<file path="config.mk">
export PLATFORM = sky130hd
export DESIGN_NAME = alu_arbiter_flat
export DESIGN_NICKNAME = d
export VERILOG_FILES = /design/src/rtl/alu_arbiter_if.sv /design/src/rtl/alu_arbiter.sv /design/src/flat_wrapper.sv
export SDC_FILE = /design/constraint.sdc
export NUM_CORES = 1
export LEC_CHECK = 0
export ABC_CLOCK_PERIOD_IN_PS = 2200
export CORE_UTILIZATION = 45
export CTS_BUF_LIST = sky130_fd_sc_hd__clkbuf_4
export DETAILED_ROUTE_END_ITERATION = 8
export PLACE_DENSITY = 0.74
export SETUP_SLACK_MARGIN = 0.1
export SLEW_MARGIN = 20
export SYNTH_ARGS = -nofsm -noshare
export SYNTH_HDL_FRONTEND = slang
export SYNTH_SLANG_ARGS = --single-unit
export TNS_END_PERCENT = 30
</file>
<file path="constraint.sdc">
create_clock -name clk -period 2.2 [get_ports clk]
set_input_delay 0.55 -clock clk [delete_from_list [all_inputs] [get_ports clk]]
set_output_delay 0.55 -clock clk [all_outputs]
set_load 0.05 [all_outputs]
</file>
<file path="src/rtl/alu_arbiter_if.sv">
// alu_arbiter_if: request/response channels between the two ALU clients and alu_arbiter.
// master = client/consumer side, slave = arbiter side.
interface alu_arbiter_if #(
    parameter int unsigned W = 5
);
    logic         req0_valid;
    logic         req0_ready;
    logic [W-1:0] req0_a;
    logic [W-1:0] req0_b;
    logic         req0_op;

    logic         req1_valid;
    logic         req1_ready;
    logic [W-1:0] req1_a;
    logic [W-1:0] req1_b;
    logic         req1_op;

    logic         rsp_valid;
    logic         rsp_ready;
    logic         rsp_id;
    logic [W-1:0] rsp_r;
    logic         rsp_cf;
    logic         rsp_sf;
    logic         rsp_zf;

    modport master (
        output req0_valid, req0_a, req0_b, req0_op,
        output req1_valid, req1_a, req1_b, req1_op,
        output rsp_ready,
        input  req0_ready, req1_ready,
        input  rsp_valid, rsp_id, rsp_r, rsp_cf, rsp_sf, rsp_zf
    );

    modport slave (
        input  req0_valid, req0_a, req0_b, req0_op,
        input  req1_valid, req1_a, req1_b, req1_op,
        input  rsp_ready,
        output req0_ready, req1_ready,
        output rsp_valid, rsp_id, rsp_r, rsp_cf, rsp_sf, rsp_zf
    );
endinterface

</file>
<file path="src/rtl/alu_arbiter.sv">
// alu_arbiter: two-requester arbiter/sequencer for the shared W-bit ALU
// (op 0: R = ~A, op 1: R = A << B; flags CF/SF/ZF).
// Optional feature macro: ALU_ARB_RR_EN -> round-robin arbitration
// (undefined: fixed priority, requester 0 wins contention).
module alu_arbiter #(
    parameter int unsigned W     = 5,
    parameter int unsigned CNT_W = 8
) (
    input  logic             clk,
    input  logic             rst,
    alu_arbiter_if.slave     bus,
    output logic             busy,
    output logic [CNT_W-1:0] op_count
);

    typedef enum logic [1:0] {
        IDLE = 2'd0,
        EXEC = 2'd1,
        RESP = 2'd2
    } state_t;

    state_t       state;
    state_t       next_state;

    logic         grant_id;
    logic         accept;
    logic         rsp_hs;

    logic [W-1:0] a_q;
    logic [W-1:0] b_q;
    logic         op_q;
    logic         id_q;

    logic [W:0]   shl_ext;
    logic [W-1:0] alu_r;
    logic         alu_cf;
    logic         alu_sf;
    logic         alu_zf;

`ifdef ALU_ARB_RR_EN
    // Set when requester 1 should win the next contention.
    logic         ptr_q;

    // Grant goes to the requester not granted last when both are valid.
    assign grant_id = bus.req1_valid & (~bus.req0_valid | ptr_q);

    // Arbitration pointer: flips away from whoever was just accepted.
    always_ff @(posedge clk or posedge rst) begin
        if (rst) begin
            ptr_q <= 1'b0;
        end else if (accept) begin
            ptr_q <= ~grant_id;
        end
    end
`else
    // Fixed priority: requester 1 only when requester 0 is idle.
    assign grant_id = bus.req1_valid & ~bus.req0_valid;
`endif

    assign rsp_hs = (state == RESP) & bus.rsp_valid & bus.rsp_ready;
    assign busy   = (state != IDLE);

    // State register.
    always_ff @(posedge clk or posedge rst) begin
        if (rst) begin
            state <= IDLE;
        end else begin
            state <= next_state;
        end
    end

    // Next state and grant outputs; readies only ever high in IDLE.
    always_comb begin
        next_state     = state;
        accept         = 1'b0;
        bus.req0_ready = 1'b0;
        bus.req1_ready = 1'b0;
        case (state)
            IDLE: begin
                bus.req0_ready = bus.req0_valid & ~grant_id;
                bus.req1_ready = grant_id;
                accept         = bus.req0_valid | bus.req1_valid;
                if (accept) begin
                    next_state = EXEC;
                end
            end
            EXEC: begin
                next_state = RESP;
            end
            RESP: begin
                if (rsp_hs) begin
                    next_state = IDLE;
                end
            end
            default: begin
                next_state = IDLE;
            end
        endcase
    end

    // Shared ALU, fed only from the operand registers. CF is the bit shifted
    // out of the top; B >= W simply shifts everything out.
    always_comb begin
        shl_ext = {1'b0, a_q} << b_q;
        if (op_q) begin
            alu_r  = shl_ext[W-1:0];
            alu_cf = shl_ext[W];
        end else begin
            alu_r  = ~a_q;
            alu_cf = 1'b0;
        end
        alu_sf = alu_r[W-1];
        alu_zf = (alu_r == '0);
    end

    // Operand capture on accept.
    always_ff @(posedge clk or posedge rst) begin
        if (rst) begin
            a_q  <= '0;
            b_q  <= '0;
            op_q <= 1'b0;
            id_q <= 1'b0;
        end else if (accept) begin
            a_q  <= grant_id ? bus.req1_a  : bus.req0_a;
            b_q  <= grant_id ? bus.req1_b  : bus.req0_b;
            op_q <= grant_id ? bus.req1_op : bus.req0_op;
            id_q <= grant_id;
        end
    end

    // Response registers: loaded at end of EXEC, held until the handshake.
    always_ff @(posedge clk or posedge rst) begin
        if (rst) begin
            bus.rsp_valid <= 1'b0;
            bus.rsp_id    <= 1'b0;
            bus.rsp_r     <= '0;
            bus.rsp_cf    <= 1'b0;
            bus.rsp_sf    <= 1'b0;
            bus.rsp_zf    <= 1'b0;
        end else if (state == EXEC) begin
            bus.rsp_valid <= 1'b1;
            bus.rsp_id    <= id_q;
            bus.rsp_r     <= alu_r;
            bus.rsp_cf    <= alu_cf;
            bus.rsp_sf    <= alu_sf;
            bus.rsp_zf    <= alu_zf;
        end else if (rsp_hs) begin
            bus.rsp_valid <= 1'b0;
        end
    end

    // Completed-response counter, wraps naturally.
    always_ff @(posedge clk or posedge rst) begin
        if (rst) begin
            op_count <= '0;
        end else if (rsp_hs) begin
            op_count <= op_count + CNT_W'(1);
        end
    end

endmodule

</file>
<file path="src/flat_wrapper.sv">
// flat-port wrapper written by rule: the top's interface ports become plain ports
module alu_arbiter_flat 
#(
    parameter int unsigned W     = 5,
    parameter int unsigned CNT_W = 8
)
  (clk, rst, busy, op_count, bus_req0_valid, bus_req0_a, bus_req0_b, bus_req0_op, bus_req1_valid, bus_req1_a, bus_req1_b, bus_req1_op, bus_rsp_ready, bus_req0_ready, bus_req1_ready, bus_rsp_valid, bus_rsp_id, bus_rsp_r, bus_rsp_cf, bus_rsp_sf, bus_rsp_zf);
  alu_arbiter_if #(.W(W)) bus_i ();
  input  logic clk;
  input  logic rst;
  output logic busy;
  output logic [CNT_W-1:0] op_count;
  input wire logic [$bits(bus_i.req0_valid)-1:0] bus_req0_valid;
  input wire logic [$bits(bus_i.req0_a)-1:0] bus_req0_a;
  input wire logic [$bits(bus_i.req0_b)-1:0] bus_req0_b;
  input wire logic [$bits(bus_i.req0_op)-1:0] bus_req0_op;
  input wire logic [$bits(bus_i.req1_valid)-1:0] bus_req1_valid;
  input wire logic [$bits(bus_i.req1_a)-1:0] bus_req1_a;
  input wire logic [$bits(bus_i.req1_b)-1:0] bus_req1_b;
  input wire logic [$bits(bus_i.req1_op)-1:0] bus_req1_op;
  input wire logic [$bits(bus_i.rsp_ready)-1:0] bus_rsp_ready;
  output wire logic [$bits(bus_i.req0_ready)-1:0] bus_req0_ready;
  output wire logic [$bits(bus_i.req1_ready)-1:0] bus_req1_ready;
  output wire logic [$bits(bus_i.rsp_valid)-1:0] bus_rsp_valid;
  output wire logic [$bits(bus_i.rsp_id)-1:0] bus_rsp_id;
  output wire logic [$bits(bus_i.rsp_r)-1:0] bus_rsp_r;
  output wire logic [$bits(bus_i.rsp_cf)-1:0] bus_rsp_cf;
  output wire logic [$bits(bus_i.rsp_sf)-1:0] bus_rsp_sf;
  output wire logic [$bits(bus_i.rsp_zf)-1:0] bus_rsp_zf;
  assign bus_i.req0_valid = bus_req0_valid;
  assign bus_i.req0_a = bus_req0_a;
  assign bus_i.req0_b = bus_req0_b;
  assign bus_i.req0_op = bus_req0_op;
  assign bus_i.req1_valid = bus_req1_valid;
  assign bus_i.req1_a = bus_req1_a;
  assign bus_i.req1_b = bus_req1_b;
  assign bus_i.req1_op = bus_req1_op;
  assign bus_i.rsp_ready = bus_rsp_ready;
  assign bus_req0_ready = bus_i.req0_ready;
  assign bus_req1_ready = bus_i.req1_ready;
  assign bus_rsp_valid = bus_i.rsp_valid;
  assign bus_rsp_id = bus_i.rsp_id;
  assign bus_rsp_r = bus_i.rsp_r;
  assign bus_rsp_cf = bus_i.rsp_cf;
  assign bus_rsp_sf = bus_i.rsp_sf;
  assign bus_rsp_zf = bus_i.rsp_zf;
  alu_arbiter #(.W(W), .CNT_W(CNT_W)) u_core (.clk(clk), .rst(rst), .bus(bus_i), .busy(busy), .op_count(op_count));
endmodule
</file>
==> impl_metrics.env, run 1 <==
export IMPL_required_ns=1.65
export IMPL_drc=0
export IMPL_synthArstFlopShare=1.00
export IMPL_wl_um=3110
export IMPL_max_vdd_ir_drop_mv=0.662
export IMPL_crit_path_start_kind="input port"
export IMPL_grt_usage=0.180
export IMPL_crit_path_start="bus_req1_valid"
export IMPL_rr_startpoint="u_core.b_q[2]$_DFFE_PP0P_"
export IMPL_vias_per_cell=5.04
export IMPL_first_pass_iters=4
export IMPL_final_antenna_net_count=0
export IMPL_syn_to_final_growth_pct=38.0
export IMPL_drt_initial_drc_count=38
export IMPL_ctsHoldBuffers=0
export IMPL_cts_buffer_depth=2
export IMPL_max_freq_mhz=474
export IMPL_vias=1289
export IMPL_layout_cells_most_common="clkdlybuf4s50_1"
export IMPL_critical_path_endpoint="bus_req1_ready"
export IMPL_grt_pass1_vias=1132
export IMPL_numClockSinks=31
export IMPL_dp_hpwl_um=2350
export IMPL_die_height_um=61.4
export IMPL_grt_antenna_before_repair=0
export IMPL_cp_arrival_ns=1.56
export IMPL_postSynthNetCount=189
export IMPL_grt_max_degree=32
export IMPL_rsz0062_at_grt="yes"
export IMPL_cts_setup_buffers=0
export IMPL_slew_viol_final=0
export IMPL_avgSynthCellArea_um2=9.87
export IMPL_ioPinCount=48
export IMPL_worst_slew_pin_slew_ns=0.561
export IMPL_period_share=0.959
export IMPL_maxCapViolations=0
export IMPL_antenna_cells=0
export IMPL_dieWidth_um=61.4
export IMPL_grt_pass1_wl_um=4870
export IMPL_cts_buffers=5
export IMPL_hold_violations=0
export IMPL_status="finished, final reports clean"
export IMPL_coreArea_um2=3360
export IMPL_cts_root_buf="clkbuf_4"
export IMPL_insertion_delay_ns=0.33
export IMPL_synth_ff_type="dfrtp_1"
export IMPL_ys_warnings_count=0
export IMPL_fp_dieArea_um2=3770
export IMPL_netlist_area_um2=1590
export IMPL_synth_cell_types=37
export IMPL_period_needed_ns=2.11
export IMPL_fin_skew_ns=0.00670
export IMPL_synthCells=161
export IMPL_power_leakage_nw=1.01
export IMPL_io_buffers=47
export IMPL_drive_gt1_frac=0.0905
export IMPL_layout_common_cells="clkdlybuf4s50_1, dfrtp_1, nand2_1"
export IMPL_start_util=0.472
export IMPL_ff2ff_path_depth=4
export IMPL_fillers=296
export IMPL_gr_total_overflow=0
export IMPL_setup_violations=0
export IMPL_worst_setup_path_end_kind="output port"
export IMPL_rows=21
export IMPL_cts_tree="yes"
export IMPL_ys_ff_latch=31
export IMPL_place_congestion=0.791
export IMPL_tns_ns=0
export IMPL_r2r_slack_ns=0.39
export IMPL_min_path_type="reg -> reg"
export IMPL_final_util=0.652
export IMPL_wl_per_cell_um=12.2
export IMPL_fin_nets=237
export IMPL_ys_seq_area_frac=0.488
export IMPL_slew_limit_headroom=0.626
export IMPL_path_clk_slew_ns=0.10
export IMPL_power_density_nw_per_um2=1390
export IMPL_critPathKind="in -> out"
export IMPL_path_max_fanout=2
export IMPL_synth_edf_count=0
export IMPL_h_tree_depth=2
export IMPL_r2r_end="u_core.bus.rsp_zf$_DFFE_PP0P_"
## sequential cells by signal, indices dropped and copies added (netlist names), 2 cells and up
| signal | flops |
|---|---|
| u_core.state | 2 |
| u_core.a_q | 5 |
| u_core.op_count | 8 |
| u_core.bus.rsp_r | 4 |
| u_core.b_q | 5 |
## power by group
group          switching (mW)  internal (mW)  total, mW  leakage (nW)
sequential              0.272          0.798       1.07         0.393
clock                   0.189          0.234      0.422        0.0426
combinational           0.934          0.620       1.55         0.577
## cell usage after synthesis (3+ instances only)
cell type	instances	area share
inv_1	6	0.014
o21ai_0	20	0.063
dfrtp_1	31	0.49
a21oi_1	3	0.0094
nor2_1	7	0.017
clkbuf_1	6	0.014
xnor2_1	6	0.033
nand2_1	28	0.066
mux2i_1	14	0.088
mux2_2	4	0.028
nand3_1	3	0.0094
## what timing repair did
item | 4_1_cts | 5_1_grt
endpoints found under the setup margin | 10 | 12
gates cloned | 0 | 0
gates resized for setup | 3 | 3
## worst max-delay path, stage by stage
cell             delay, ns
clkdlybuf4s50_1       0.48
nor2b_1               0.16
and2_1                0.21
buf_12                0.15
## logic make-up (layout without fill, tap and decap cells)
kind of cell / after synthesis / after routing / synth area share
buffers and inverters: 16 / 65 / 0.0480
muxes: 18 / 18 / 0.117
and+or+nand+nor: 54 / 54 / 0.167
xor gates and xnor gates: 7 / 7 / 0.0386
AOI/OAI and AO/OA: 34 / 34 / 0.134
adders and majority gates: 1 / 1 / 0.00787
DFF: 31 / 31 / 0.488
## metrics by stage
step | hold slack [ns] | instance area, µm² | setup slack [ns] | cells | power, mW
floorplan | 0.446 | 1590 | 0.448 | 161 | 2.18
global placement | 0.462 | 2110 | 0.130 | 248 | 2.62
detailed placement | 0.464 | 2110 | 0.102 | 248 | 2.66
CTS | 0.481 | 2190 | 0.0451 | 256 | 3.08
global route | 0.509 | 2190 | 0.0318 | 256 | 3.27
finish | 0.472 | 2190 | 0.0911 | 256 | 3.05
## how the worst min path moves through the flow
stage / startpoint / endpoint / slack, ns / cells after the start
floorplan: u_core.id_q$_DFFE_PP0P_ / u_core.id_q$_DFFE_PP0P_ / 0.45 / 1
global placement: u_core.op_count[7]$_DFFE_PP0P_ / u_core.op_count[7]$_DFFE_PP0P_ / 0.46 / 1
detailed placement: u_core.op_count[7]$_DFFE_PP0P_ / u_core.op_count[7]$_DFFE_PP0P_ / 0.46 / 1
CTS: u_core.op_count[7]$_DFFE_PP0P_ / u_core.op_count[7]$_DFFE_PP0P_ / 0.48 / 1
global route: u_core.bus.rsp_r[1]$_DFFE_PP0P_ / u_core.bus.rsp_r[1]$_DFFE_PP0P_ / 0.51 / 2
finish: u_core.op_count[7]$_DFFE_PP0P_ / u_core.op_count[7]$_DFFE_PP0P_ / 0.47 / 1
## per-layer routing
metal  vias up  global-route usage  routed length (µm)
met2        40               0.293                1500
met3         5              0.0588                 166
li1        655                   -                   -
met4         0              0.0762                  52
met1       589               0.221                1400
met5         -                   0                   0
## layout make-up
class | instances | area [µm²] | area share
Sequential cell | 31 | 776 | 0.354
Multi-Input combinational cell | 114 | 737 | 0.336
Timing Repair Buffer | 51 | 524 | 0.239
Tap cell | 46 | 57.6 | 0.0262
Clock inverter | 3 | 38.8 | 0.0177
Clock buffer | 5 | 37.5 | 0.0171
Inverter | 6 | 22.5 | 0.0103
Note: power is estimated with default switching activity, not from simulation.
==> inputs of run 2 (changes only) <==
--- a/config.mk
+++ b/config.mk
@@ -6,10 +6,11 @@
 export NUM_CORES = 1
 export LEC_CHECK = 0
 export ABC_CLOCK_PERIOD_IN_PS = 2200
-export CORE_UTILIZATION = 45
+export CORE_MARGIN = 2
+export CORE_UTILIZATION = 48
 export CTS_BUF_LIST = sky130_fd_sc_hd__clkbuf_4
 export DETAILED_ROUTE_END_ITERATION = 8
-export PLACE_DENSITY = 0.74
+export PLACE_DENSITY = 0.78
 export SETUP_SLACK_MARGIN = 0.1
 export SLEW_MARGIN = 20
 export SYNTH_ARGS = -nofsm -noshare
==> impl_metrics.env, run 2 (synthesis gave the netlist of run 1 again) <==
export IMPL_insertion_delay_ns=0.33
export IMPL_io_buffers=47
export IMPL_fillers=264
export IMPL_power_mw=2.96
export IMPL_cts_tree="yes"
export IMPL_path_buf_inv=1
export IMPL_hold_violations=0
export IMPL_vias_per_cell=5.22
export IMPL_grt_antenna_before_repair=0
export IMPL_grt_usage=0.199
export IMPL_maxCapViolations=0
export IMPL_tns_ns=0
export IMPL_largest_reg_flops=8
export IMPL_min_path_type="reg -> reg"
export IMPL_slew_limit_headroom=0.631
export IMPL_power_leakage_nw=1.00
export IMPL_dp_hpwl_um=2450
export IMPL_cts_buffer_depth=2
export IMPL_coreArea_um2=3100
export IMPL_final_util=0.700
export IMPL_final_antenna_net_count=0
export IMPL_cp_slowest_stage_delay_ns=0.81
export IMPL_place_congestion=0.878
export IMPL_drt_initial_drc_count=48
export IMPL_worst_slew_pin_slew_ns=0.554
export IMPL_ff_latch_area_um2=776
export IMPL_syn_to_final_growth_pct=36.7
export IMPL_first_pass_iters=4
export IMPL_fp_dieArea_um2=3790
export IMPL_critPathKind="reg -> out"
export IMPL_power_density_nw_per_um2=1360
export IMPL_fin_skew_ns=0.00759
export IMPL_multi_input_area_um2=739
export IMPL_grt_max_degree=32
export IMPL_cp_arrival_ns=1.54
export IMPL_numClockSinks=31
export IMPL_max_vdd_ir_drop_mv=0.796
export IMPL_fin_nets=237
export IMPL_path_clk_slew_ns=0.09
export IMPL_cp_cell_sequence="clkdlybuf4s50_1"
export IMPL_reg_top3="u_core.op_count: 8 flops, u_core.a_q: 5 flops, u_core.b_q: 5 flops"
export IMPL_cts_setup_buffers=0
export IMPL_period_share=0.950
export IMPL_grt_pass1_wl_um=5460
export IMPL_slew_viol_final=0
export IMPL_dieWidth_um=61.5
export IMPL_max_freq_mhz=479
export IMPL_drc=0
export IMPL_start_util=0.512
export IMPL_cts_root_buf="clkbuf_4"
export IMPL_largest_register="u_core.op_count"
export IMPL_wl_per_cell_um=12.8
export IMPL_setup_violations=0
export IMPL_layout_common_cells="clkdlybuf4s50_1, dfrtp_1, nand2_1"
export IMPL_gr_total_overflow=0
export IMPL_period_needed_ns=2.09
export IMPL_ioPinCount=48
export IMPL_critPathTopFamily="buffers and inverters"
export IMPL_h_tree_depth=2
export IMPL_status="finished, final reports clean"
export IMPL_crit_slowest_cell="clkdlybuf4s50_1"
export IMPL_antenna_cells=0
export IMPL_rsz0062_at_grt="yes"
export IMPL_rows=20
export IMPL_worst_setup_path_end_kind="output port"
export IMPL_crit_path_start_kind="flop"
export IMPL_die_height_um=61.5
export IMPL_wl_um=3260
export IMPL_required_ns=1.65
export IMPL_post_place_ws_ns=0.0772
export IMPL_path_max_fanout=3
export IMPL_layout_cells_most_common="clkdlybuf4s50_1"
export IMPL_layout_setup_ws_ns=0.111
export IMPL_cts_buffers=5
export IMPL_grt_pass1_vias=1235
export IMPL_drive_gt1_frac=0.100
export IMPL_vias=1327
[run 2: cell count changes in the layout (fill, tap and decap cells not counted), sizes merged]
cell,before,now
clkdlybuf4s50,39,40
dlymetal6s2s,3,2
clkinv,2,1
clkbuf,5,7
bufinv,1,0
[run 2: power by group]
group	switching [mW]	leakage (nW)	total [mW]	internal (mW)
combinational	0.934	0.574	1.56	0.624
clock	0.189	0.0361	0.338	0.149
sequential	0.266	0.393	1.06	0.799
[run 2: cell type report]
class	instances	share of cell area
Timing Repair Buffer	51	0.240
Inverter	6	0.0104
Tap cell	44	0.0253
Clock inverter	1	0.00230
Clock buffer	7	0.0242
Multi-Input combinational cell	114	0.340
Sequential cell	31	0.357
[run 2: routing by layer]
| layer | part of all wire | routed length [µm] | track usage | vias up |
|---|---|---|---|---|
| met3 | 0.070 | 230 | 0.0714 | 6 |
| met5 | 0 | 0 | 0 | - |
| li1 | - | - | - | 659 |
| met1 | 0.42 | 1380 | 0.243 | 615 |
| met4 | 0.019 | 61 | 0.0821 | 0 |
| met2 | 0.49 | 1590 | 0.319 | 47 |
[run 2: final timing paths]
path,startpoint,slack (ns),to,cells past startpoint
setup / recovery,u_core.op_count[6]$_DFFE_PP0P_,0.11,op_count[6],1
hold / removal,u_core.op_count[7]$_DFFE_PP0P_,0.48,u_core.op_count[7]$_DFFE_PP0P_,1
setup reg to reg,u_core.b_q[2]$_DFFE_PP0P_,0.41,u_core.bus.rsp_zf$_DFFE_PP0P_,4
hold reg to reg,u_core.op_count[7]$_DFFE_PP0P_,0.48,u_core.op_count[7]$_DFFE_PP0P_,1
max in group asynchronous,rst,1.34,u_core.b_q[0]$_DFFE_PP0P_,3
min in group asynchronous,rst,0.58,u_core.op_count[7]$_DFFE_PP0P_,3
[run 2: timing repair]
| action | in CTS | in global routing |
|---|---|---|
| hold buffers | 0 | 0 |
| gates resized for setup | 3 | 3 |
| endpoints found under the setup margin | 10 | 13 |
[run 2: stage by stage]
step	instance area, µm²	hold WS, ns	instances
floorplan	1590	0.446	161
global placement	2110	0.462	246
detailed placement	2110	0.468	246
CTS	2160	0.492	254
global route	2170	0.500	254
finish	2170	0.482	254
